<file path="src/rtl/cpu_bus_master_if.sv">
// Signal bundle between an upstream command source, cpu_bus_master and a cpu_if slave.
// The master modport is the bus master's view; slave is the mirror used by whatever sits around it.
interface cpu_bus_master_if;
    logic        req_valid;
    logic        req_ready;
    logic        req_write;
    logic [29:0] req_addr;
    logic [31:0] req_wdata;

    logic        rsp_valid;
    logic        rsp_ready;
    logic [31:0] rsp_rdata;
    logic [1:0]  rsp_status;

    logic        timeout;
    logic        read;
    logic        write;
    logic [29:0] address;
    logic [31:0] write_data;
    logic [31:0] read_data;
    logic        access_complete;
    logic        invalid_address;
    logic        invalid_access;

    modport master (
        input  req_valid, req_write, req_addr, req_wdata, rsp_ready,
               read_data, access_complete, invalid_address, invalid_access,
        output req_ready, rsp_valid, rsp_rdata, rsp_status,
               timeout, read, write, address, write_data
    );

    modport slave (
        output req_valid, req_write, req_addr, req_wdata, rsp_ready,
               read_data, access_complete, invalid_address, invalid_access,
        input  req_ready, rsp_valid, rsp_rdata, rsp_status,
               timeout, read, write, address, write_data
    );
endinterface

</file>
<file path="src/rtl/cpu_bus_master.sv">
// Single-outstanding CPU-bus master: takes one request, holds the bus strobe until the
// slave terminates or the timeout expires, then presents a held response.
module cpu_bus_master #(
    parameter int unsigned TIMEOUT_CYCLES = 16
) (
    input  logic             clk,
    input  logic             reset,
    cpu_bus_master_if.master io_bus
);
    localparam int unsigned CNT_W = $clog2(TIMEOUT_CYCLES + 1);

    localparam logic [1:0] ST_OK       = 2'b00;
    localparam logic [1:0] ST_BAD_ADDR = 2'b01;
    localparam logic [1:0] ST_BAD_ACC  = 2'b10;
    localparam logic [1:0] ST_TIMEOUT  = 2'b11;

    typedef enum logic [1:0] {
        S_IDLE,
        S_ACCESS,
        S_ABORT,
        S_RESP
    } state_t;

    state_t             r_state;
    logic [CNT_W-1:0]   r_cnt;
    logic               r_write_flag;
    logic               r_req_ready;
    logic               r_rsp_valid;
    logic [31:0]        r_rsp_rdata;
    logic [1:0]         r_rsp_status;
    logic               r_timeout;
    logic               r_read;
    logic               r_write;
    logic [29:0]        r_address;
    logic [31:0]        r_write_data;

    logic               w_term;

    assign w_term = io_bus.access_complete | io_bus.invalid_address | io_bus.invalid_access;

    always_ff @(posedge clk or negedge reset) begin
        if (!reset) begin
            r_state      <= S_IDLE;
            r_cnt        <= '0;
            r_write_flag <= 1'b0;
            r_req_ready  <= 1'b1;
            r_rsp_valid  <= 1'b0;
            r_rsp_rdata  <= '0;
            r_rsp_status <= ST_OK;
            r_timeout    <= 1'b0;
            r_read       <= 1'b0;
            r_write      <= 1'b0;
            r_address    <= '0;
            r_write_data <= '0;
        end else begin
            case (r_state)
                S_IDLE: begin
                    if (io_bus.req_valid) begin
                        r_address    <= io_bus.req_addr;
                        r_write_data <= io_bus.req_wdata;
                        r_write_flag <= io_bus.req_write;
                        r_read       <= !io_bus.req_write;
                        r_write      <= io_bus.req_write;
                        r_cnt        <= '0;
                        r_req_ready  <= 1'b0;
                        r_state      <= S_ACCESS;
                    end
                end
                // Termination beats counter expiry when both land on the same cycle.
                S_ACCESS: begin
                    if (w_term) begin
                        r_read      <= 1'b0;
                        r_write     <= 1'b0;
                        r_rsp_valid <= 1'b1;
                        r_state     <= S_RESP;
                        if (io_bus.invalid_address) begin
                            r_rsp_status <= ST_BAD_ADDR;
                            r_rsp_rdata  <= '0;
                        end else if (io_bus.invalid_access) begin
                            r_rsp_status <= ST_BAD_ACC;
                            r_rsp_rdata  <= '0;
                        end else begin
                            r_rsp_status <= ST_OK;
                            r_rsp_rdata  <= r_write_flag ? 32'd0 : io_bus.read_data;
                        end
                    end else if (r_cnt == CNT_W'(TIMEOUT_CYCLES - 1)) begin
                        r_read    <= 1'b0;
                        r_write   <= 1'b0;
                        r_timeout <= 1'b1;
                        r_state   <= S_ABORT;
                    end else begin
                        r_cnt <= r_cnt + CNT_W'(1);
                    end
                end
                S_ABORT: begin
                    r_timeout    <= 1'b0;
                    r_rsp_status <= ST_TIMEOUT;
                    r_rsp_rdata  <= '0;
                    r_rsp_valid  <= 1'b1;
                    r_state      <= S_RESP;
                end
                S_RESP: begin
                    if (io_bus.rsp_ready) begin
                        r_rsp_valid <= 1'b0;
                        r_req_ready <= 1'b1;
                        r_state     <= S_IDLE;
                    end
                end
                default: begin
                    r_read      <= 1'b0;
                    r_write     <= 1'b0;
                    r_timeout   <= 1'b0;
                    r_rsp_valid <= 1'b0;
                    r_req_ready <= 1'b1;
                    r_state     <= S_IDLE;
                end
            endcase
        end
    end

    assign io_bus.req_ready  = r_req_ready;
    assign io_bus.rsp_valid  = r_rsp_valid;
    assign io_bus.rsp_rdata  = r_rsp_rdata;
    assign io_bus.rsp_status = r_rsp_status;
    assign io_bus.timeout    = r_timeout;
    assign io_bus.read       = r_read;
    assign io_bus.write      = r_write;
    assign io_bus.address    = r_address;
    assign io_bus.write_data = r_write_data;
endmodule

</file>
<file path="src/flat_wrapper.sv">
// flat-port wrapper written by rule: the top's interface ports become plain ports
module cpu_bus_master_flat 
#(
    parameter int unsigned TIMEOUT_CYCLES = 16
)
  (clk, reset, io_bus_req_valid, io_bus_req_write, io_bus_req_addr, io_bus_req_wdata, io_bus_rsp_ready, io_bus_read_data, io_bus_access_complete, io_bus_invalid_address, io_bus_invalid_access, io_bus_req_ready, io_bus_rsp_valid, io_bus_rsp_rdata, io_bus_rsp_status, io_bus_timeout, io_bus_read, io_bus_write, io_bus_address, io_bus_write_data);
  cpu_bus_master_if io_bus_i ();
  input  logic clk;
  input  logic reset;
  input wire logic [$bits(io_bus_i.req_valid)-1:0] io_bus_req_valid;
  input wire logic [$bits(io_bus_i.req_write)-1:0] io_bus_req_write;
  input wire logic [$bits(io_bus_i.req_addr)-1:0] io_bus_req_addr;
  input wire logic [$bits(io_bus_i.req_wdata)-1:0] io_bus_req_wdata;
  input wire logic [$bits(io_bus_i.rsp_ready)-1:0] io_bus_rsp_ready;
  input wire logic [$bits(io_bus_i.read_data)-1:0] io_bus_read_data;
  input wire logic [$bits(io_bus_i.access_complete)-1:0] io_bus_access_complete;
  input wire logic [$bits(io_bus_i.invalid_address)-1:0] io_bus_invalid_address;
  input wire logic [$bits(io_bus_i.invalid_access)-1:0] io_bus_invalid_access;
  output wire logic [$bits(io_bus_i.req_ready)-1:0] io_bus_req_ready;
  output wire logic [$bits(io_bus_i.rsp_valid)-1:0] io_bus_rsp_valid;
  output wire logic [$bits(io_bus_i.rsp_rdata)-1:0] io_bus_rsp_rdata;
  output wire logic [$bits(io_bus_i.rsp_status)-1:0] io_bus_rsp_status;
  output wire logic [$bits(io_bus_i.timeout)-1:0] io_bus_timeout;
  output wire logic [$bits(io_bus_i.read)-1:0] io_bus_read;
  output wire logic [$bits(io_bus_i.write)-1:0] io_bus_write;
  output wire logic [$bits(io_bus_i.address)-1:0] io_bus_address;
  output wire logic [$bits(io_bus_i.write_data)-1:0] io_bus_write_data;
  assign io_bus_i.req_valid = io_bus_req_valid;
  assign io_bus_i.req_write = io_bus_req_write;
  assign io_bus_i.req_addr = io_bus_req_addr;
  assign io_bus_i.req_wdata = io_bus_req_wdata;
  assign io_bus_i.rsp_ready = io_bus_rsp_ready;
  assign io_bus_i.read_data = io_bus_read_data;
  assign io_bus_i.access_complete = io_bus_access_complete;
  assign io_bus_i.invalid_address = io_bus_invalid_address;
  assign io_bus_i.invalid_access = io_bus_invalid_access;
  assign io_bus_req_ready = io_bus_i.req_ready;
  assign io_bus_rsp_valid = io_bus_i.rsp_valid;
  assign io_bus_rsp_rdata = io_bus_i.rsp_rdata;
  assign io_bus_rsp_status = io_bus_i.rsp_status;
  assign io_bus_timeout = io_bus_i.timeout;
  assign io_bus_read = io_bus_i.read;
  assign io_bus_write = io_bus_i.write;
  assign io_bus_address = io_bus_i.address;
  assign io_bus_write_data = io_bus_i.write_data;
  cpu_bus_master #(.TIMEOUT_CYCLES(TIMEOUT_CYCLES)) u_core (.clk(clk), .reset(reset), .io_bus(io_bus_i));
endmodule
</file>
<file path="config.mk">
export PLATFORM = sky130hd
export DESIGN_NAME = cpu_bus_master_flat
export DESIGN_NICKNAME = d
export VERILOG_FILES = /design/src/rtl/cpu_bus_master_if.sv /design/src/rtl/cpu_bus_master.sv /design/src/flat_wrapper.sv
export SDC_FILE = /design/constraint.sdc
export NUM_CORES = 1
export LEC_CHECK = 0
export ABC_AREA = 1
export CORE_ASPECT_RATIO = 0.75
export CORE_MARGIN = 1.5
export CORE_UTILIZATION = 40
export CTS_CLUSTER_SIZE = 14
export DETAILED_ROUTE_END_ITERATION = 10
export GPL_TIMING_DRIVEN = 1
export HOLD_SLACK_MARGIN = 0.03
export PLACE_DENSITY = 0.75
export SETUP_SLACK_MARGIN = 0.5
export SLEW_MARGIN = 20
export SYNTH_ARGS = -nofsm -noshare
export SYNTH_HDL_FRONTEND = slang
export SYNTH_SLANG_ARGS = --single-unit
</file>
<file path="constraint.sdc">
create_clock -name clk -period 2.27 [get_ports clk]
set_clock_uncertainty 0.15 [all_clocks]
set_input_delay 0.454 -clock clk [delete_from_list [all_inputs] [get_ports clk]]
set_output_delay 0.454 -clock clk [all_outputs]
set_load 0.05 [all_outputs]
</file>
==> results.json <==
{
  "run_status": "finished clean",
  "number_of_cells_traversed_by_the_worst_hold_path": 2,
  "floorplan.io_pins": 203,
  "hold_viol_final": 0,
  "total_congestion_overflow": 0,
  "max_stage_delay_ps": 420,
  "fraction_of_synthesized_cell_area_taken_by_the_top_area_cell_type_pct": 57.5,
  "ys_async_sr_fraction_pct": 100,
  "cts_made_buffers": 9,
  "layout.nets": 709,
  "row_count": 34,
  "hold-worst-slack_ps": 336,
  "worst-endpoint-arrival_ps": 1810,
  "detail_route.iter0.violations": 175,
  "ys_seq_elements": 109,
  "fmaxAchievable_mhz": 578,
  "dp_hpwl_mm": 8.73,
  "synth_cell_type_count": 22,
  "detail_route.drc_violations": 0,
  "fp.dieArea_um2": 12400,
  "worstHoldPathType": "reg -> reg",
  "timing_worst_slew_pin_value_ps": 319,
  "endpoint_kind": "register",
  "synth.top_cells.by_area": "dfrtp_1, mux2_4, nand2_1",
  "fin_tns_setup_ps": 0,
  "grt_first_pass_wirelength_mm": 20.0,
  "crit_required_ps": 2350,
  "wirelength_mm": 12.7,
  "design_power_total_uw": 12700,
  "dr.pass1.iters": 4,
  "route.antenna.remaining_nets": 0,
  "grtUsageTotal_pct": 20.6,
  "routabilityCongestion": 0.832,
  "clk-insertion-delay-late_ps": 340,
  "floorplan.initialDensity_pct": 40.8,
  "final_min_period_over_clock_period_pct": 76.2,
  "switching_share_pct": 48.0,
  "setup_repair_after_global_routing_missed_its_margin": "yes",
  "timing.critical_path.slowest_stage_cell": "dfrtp_2",
  "clk_path_buf_depth": 2,
  "syn_inst": 389,
  "via_per_inst": 4.80,
  "placedCellCount": 740,
  "pwr_density_cell_nw_per_um2": 1680,
  "worst_r2r_path_depth": 5,
  "first_global_vias": 3750,
  "postPlaceCellArea_um2": 6920,
  "synth_flop_cell": "dfrtp_1",
  "finalMaxSlewViolations": 0,
  "netlist.top_cell.by_area": "dfrtp_1",
  "power_switching_uw": 6100,
  "p_seq_share_pct": 26.5,
  "timing.final.setup_violations": 0,
  "post_synthesis_net_count": 497,
  "worstSetupPathType": "reg -> reg",
  "timing.final.crit_period_ps": 1730,
  "route.vias.total": 3684,
  "post-synth-top-count-cell": "dfrtp_1",
  "cts.sink_count": 109,
  "antenna_found_initial": 0,
  "postSynthAreaPerCell_um2": 12.1,
  "timing.critical_path.cells": "inv_2 -> ha_4 -> nand2_4 -> bufbuf_16 -> mux2_4",
  "largest_fanout_on_the_critical_path": 14,
  "cts_max_level": 3,
  "die_width_um": 128,
  "port_buffers": 202,
  "share_clk_of_total_power_pct": 12.7,
  "start_kind": "register",
  "postLayoutCellArea_um2": 7570,
  "cap_violations": 0,
  "cellLeakagePower_uw": 0.00342,
  "yosys_warns": 0,
  "cts_tree": "yes",
  "share_comb_of_total_power_pct": 60.9,
  "fillCellCount": 850,
  "syn_area_um2": 4700,
  "synth.top_cells.by_count": "dfrtp_1, nand2_1, mux2_4",
  "fraction_of_final_layout_cells_sized_beyond_drive_strength_1_pct": 36.3,
  "max_slew_margin_pct": 78.9,
  "grt_max_degree": 69,
  "root_buffer": "clkbuf_16",
  "antennaDiodeCount": 0,
  "chipHeight_um": 96.9,
  "clkSlewWorstSetupHoldPaths_ps": 70,
  "internal_power_uw": 6620,
  "max-vdd-ir-drop_uv": 868,
  "final_cell_count_no_fill": 768,
  "routedWlPerCell_um": 16.6,
  "fp.coreArea_um2": 11500,
  "synth_enable_flop_cells": 0,
  "synth_seq_area_share_pct": 58.1,
  "area_delta_synth_final_pct": 61.2
}
## critical path, delay by kind of cell, from the launching register on
| kind | cells | cell delay, ps |
|---|---|---|
| flip-flops | 1 | 420 |
| buffers and inverters | 2 | 410 |
| multiplexers | 1 | 310 |
| adder cells (fa/ha/maj) | 1 | 180 |
| AND/OR/NAND/NOR | 1 | 140 |
## worst paths after layout
check,endpoint,start,slack [ps]
max,u_core.io_bus.write_data[0]$_DFFE_PN0P_,u_core.r_state[0]$_DFFE_PN0P_,540
min,u_core.r_cnt[4]$_DFFE_PN0P_,u_core.r_cnt[4]$_DFFE_PN0P_,340
max reg2reg,u_core.io_bus.write_data[0]$_DFFE_PN0P_,u_core.r_state[0]$_DFFE_PN0P_,540
min reg2reg,u_core.r_cnt[4]$_DFFE_PN0P_,u_core.r_cnt[4]$_DFFE_PN0P_,340
max in group asynchronous,u_core.io_bus.address[25]$_DFFE_PN0P_,reset,1040
min in group asynchronous,u_core.r_state[1]$_DFFE_PN0P_,reset,380
## area by class of cell
type                    instances  area [um2]  share of cell area (%)
clock inverters                 6        68.8                   0.909
multi-input cells             243        1820                    24.0
flip-flops and latches        109        2730                    36.1
inverters                      17        63.8                   0.843
well taps                     162         203                    2.68
clock buffers                  10         239                    3.16
repair buffers                221        2450                    32.4
## metal layers
| metal | GRT usage [%] | wire length, um |
|---|---|---|
| met5 | 0 | 0 |
| met3 | 7.85 | 1180 |
| met4 | 4.93 | 136 |
| met2 | 33.1 | 5980 |
| met1 | 26.3 | 5430 |
## power groups by stage
stage / sequential, uW / combinational [uW] / clock (uW)
after detailed placement: 3390 / 7510 / 0
after global placement: 3350 / 7440 / 0
final: 3370 / 7740 / 1610
after floorplan: 6280 / 2230 / 0
after global routing: 3480 / 8120 / 1740
after CTS: 3370 / 7460 / 1660
## sequential cells by signal, indices dropped and copies added (netlist names)
name	cells
u_core.r_write_flag	1
u_core.r_cnt	5
u_core.io_bus.write_data	32
u_core.io_bus.rsp_rdata	32
u_core.r_state	2
u_core.io_bus.rsp_valid	1
u_core.io_bus.read	1
u_core.io_bus.address	30
u_core.io_bus.req_ready	1
u_core.io_bus.write	1
u_core.io_bus.rsp_status	2
u_core.io_bus.timeout	1
## what timing repair did
action | CTS | global route
hold buffers | 1 | 0
cloned | 2 | 1
pin swaps | 1 | 3
hold endpoints to repair | 15 | 0
setup endpoints to repair | 163 | 40
buffers inserted | 4 | 4
resized for setup | 305 | 13
## placed cells by master (no fill, tap or decap), types with 3 or more instances in the layout
cell type,n
buf_12,6
buf_4,10
clkbuf_16,10
clkdlybuf4s15_2,100
clkdlybuf4s50_1,100
dfrtp_1,107
ha_1,3
inv_1,14
inv_2,3
mux2_2,14
mux2_4,48
nand2_1,73
nand3_1,39
nor2_1,6
nor2_2,5
o21ai_0,30
o21ai_1,10
## through the flow
stage / util [%] / worst slack [ps]
final: 65.7 / 539
after global routing: 65.7 / 464
after CTS: 64.8 / 474
after detailed placement: 60.0 / 228
after global placement: 60.0 / 255
after floorplan: - / 612
## logic make-up (layout without fill, tap and decap cells)
| kind of cell | after synthesis | after routing | synth area share [%] |
|---|---|---|---|
| compound gates | 43 | 43 | 4.58 |
| fa+ha+maj | 6 | 6 | 1.60 |
| buf+inv | 37 | 254 | 4.61 |
| flops | 109 | 109 | 58.1 |
| mux | 62 | 62 | 18.7 |
| simple gates | 132 | 132 | 12.4 |
No activity file was read; power rests on OpenSTA's default activity.
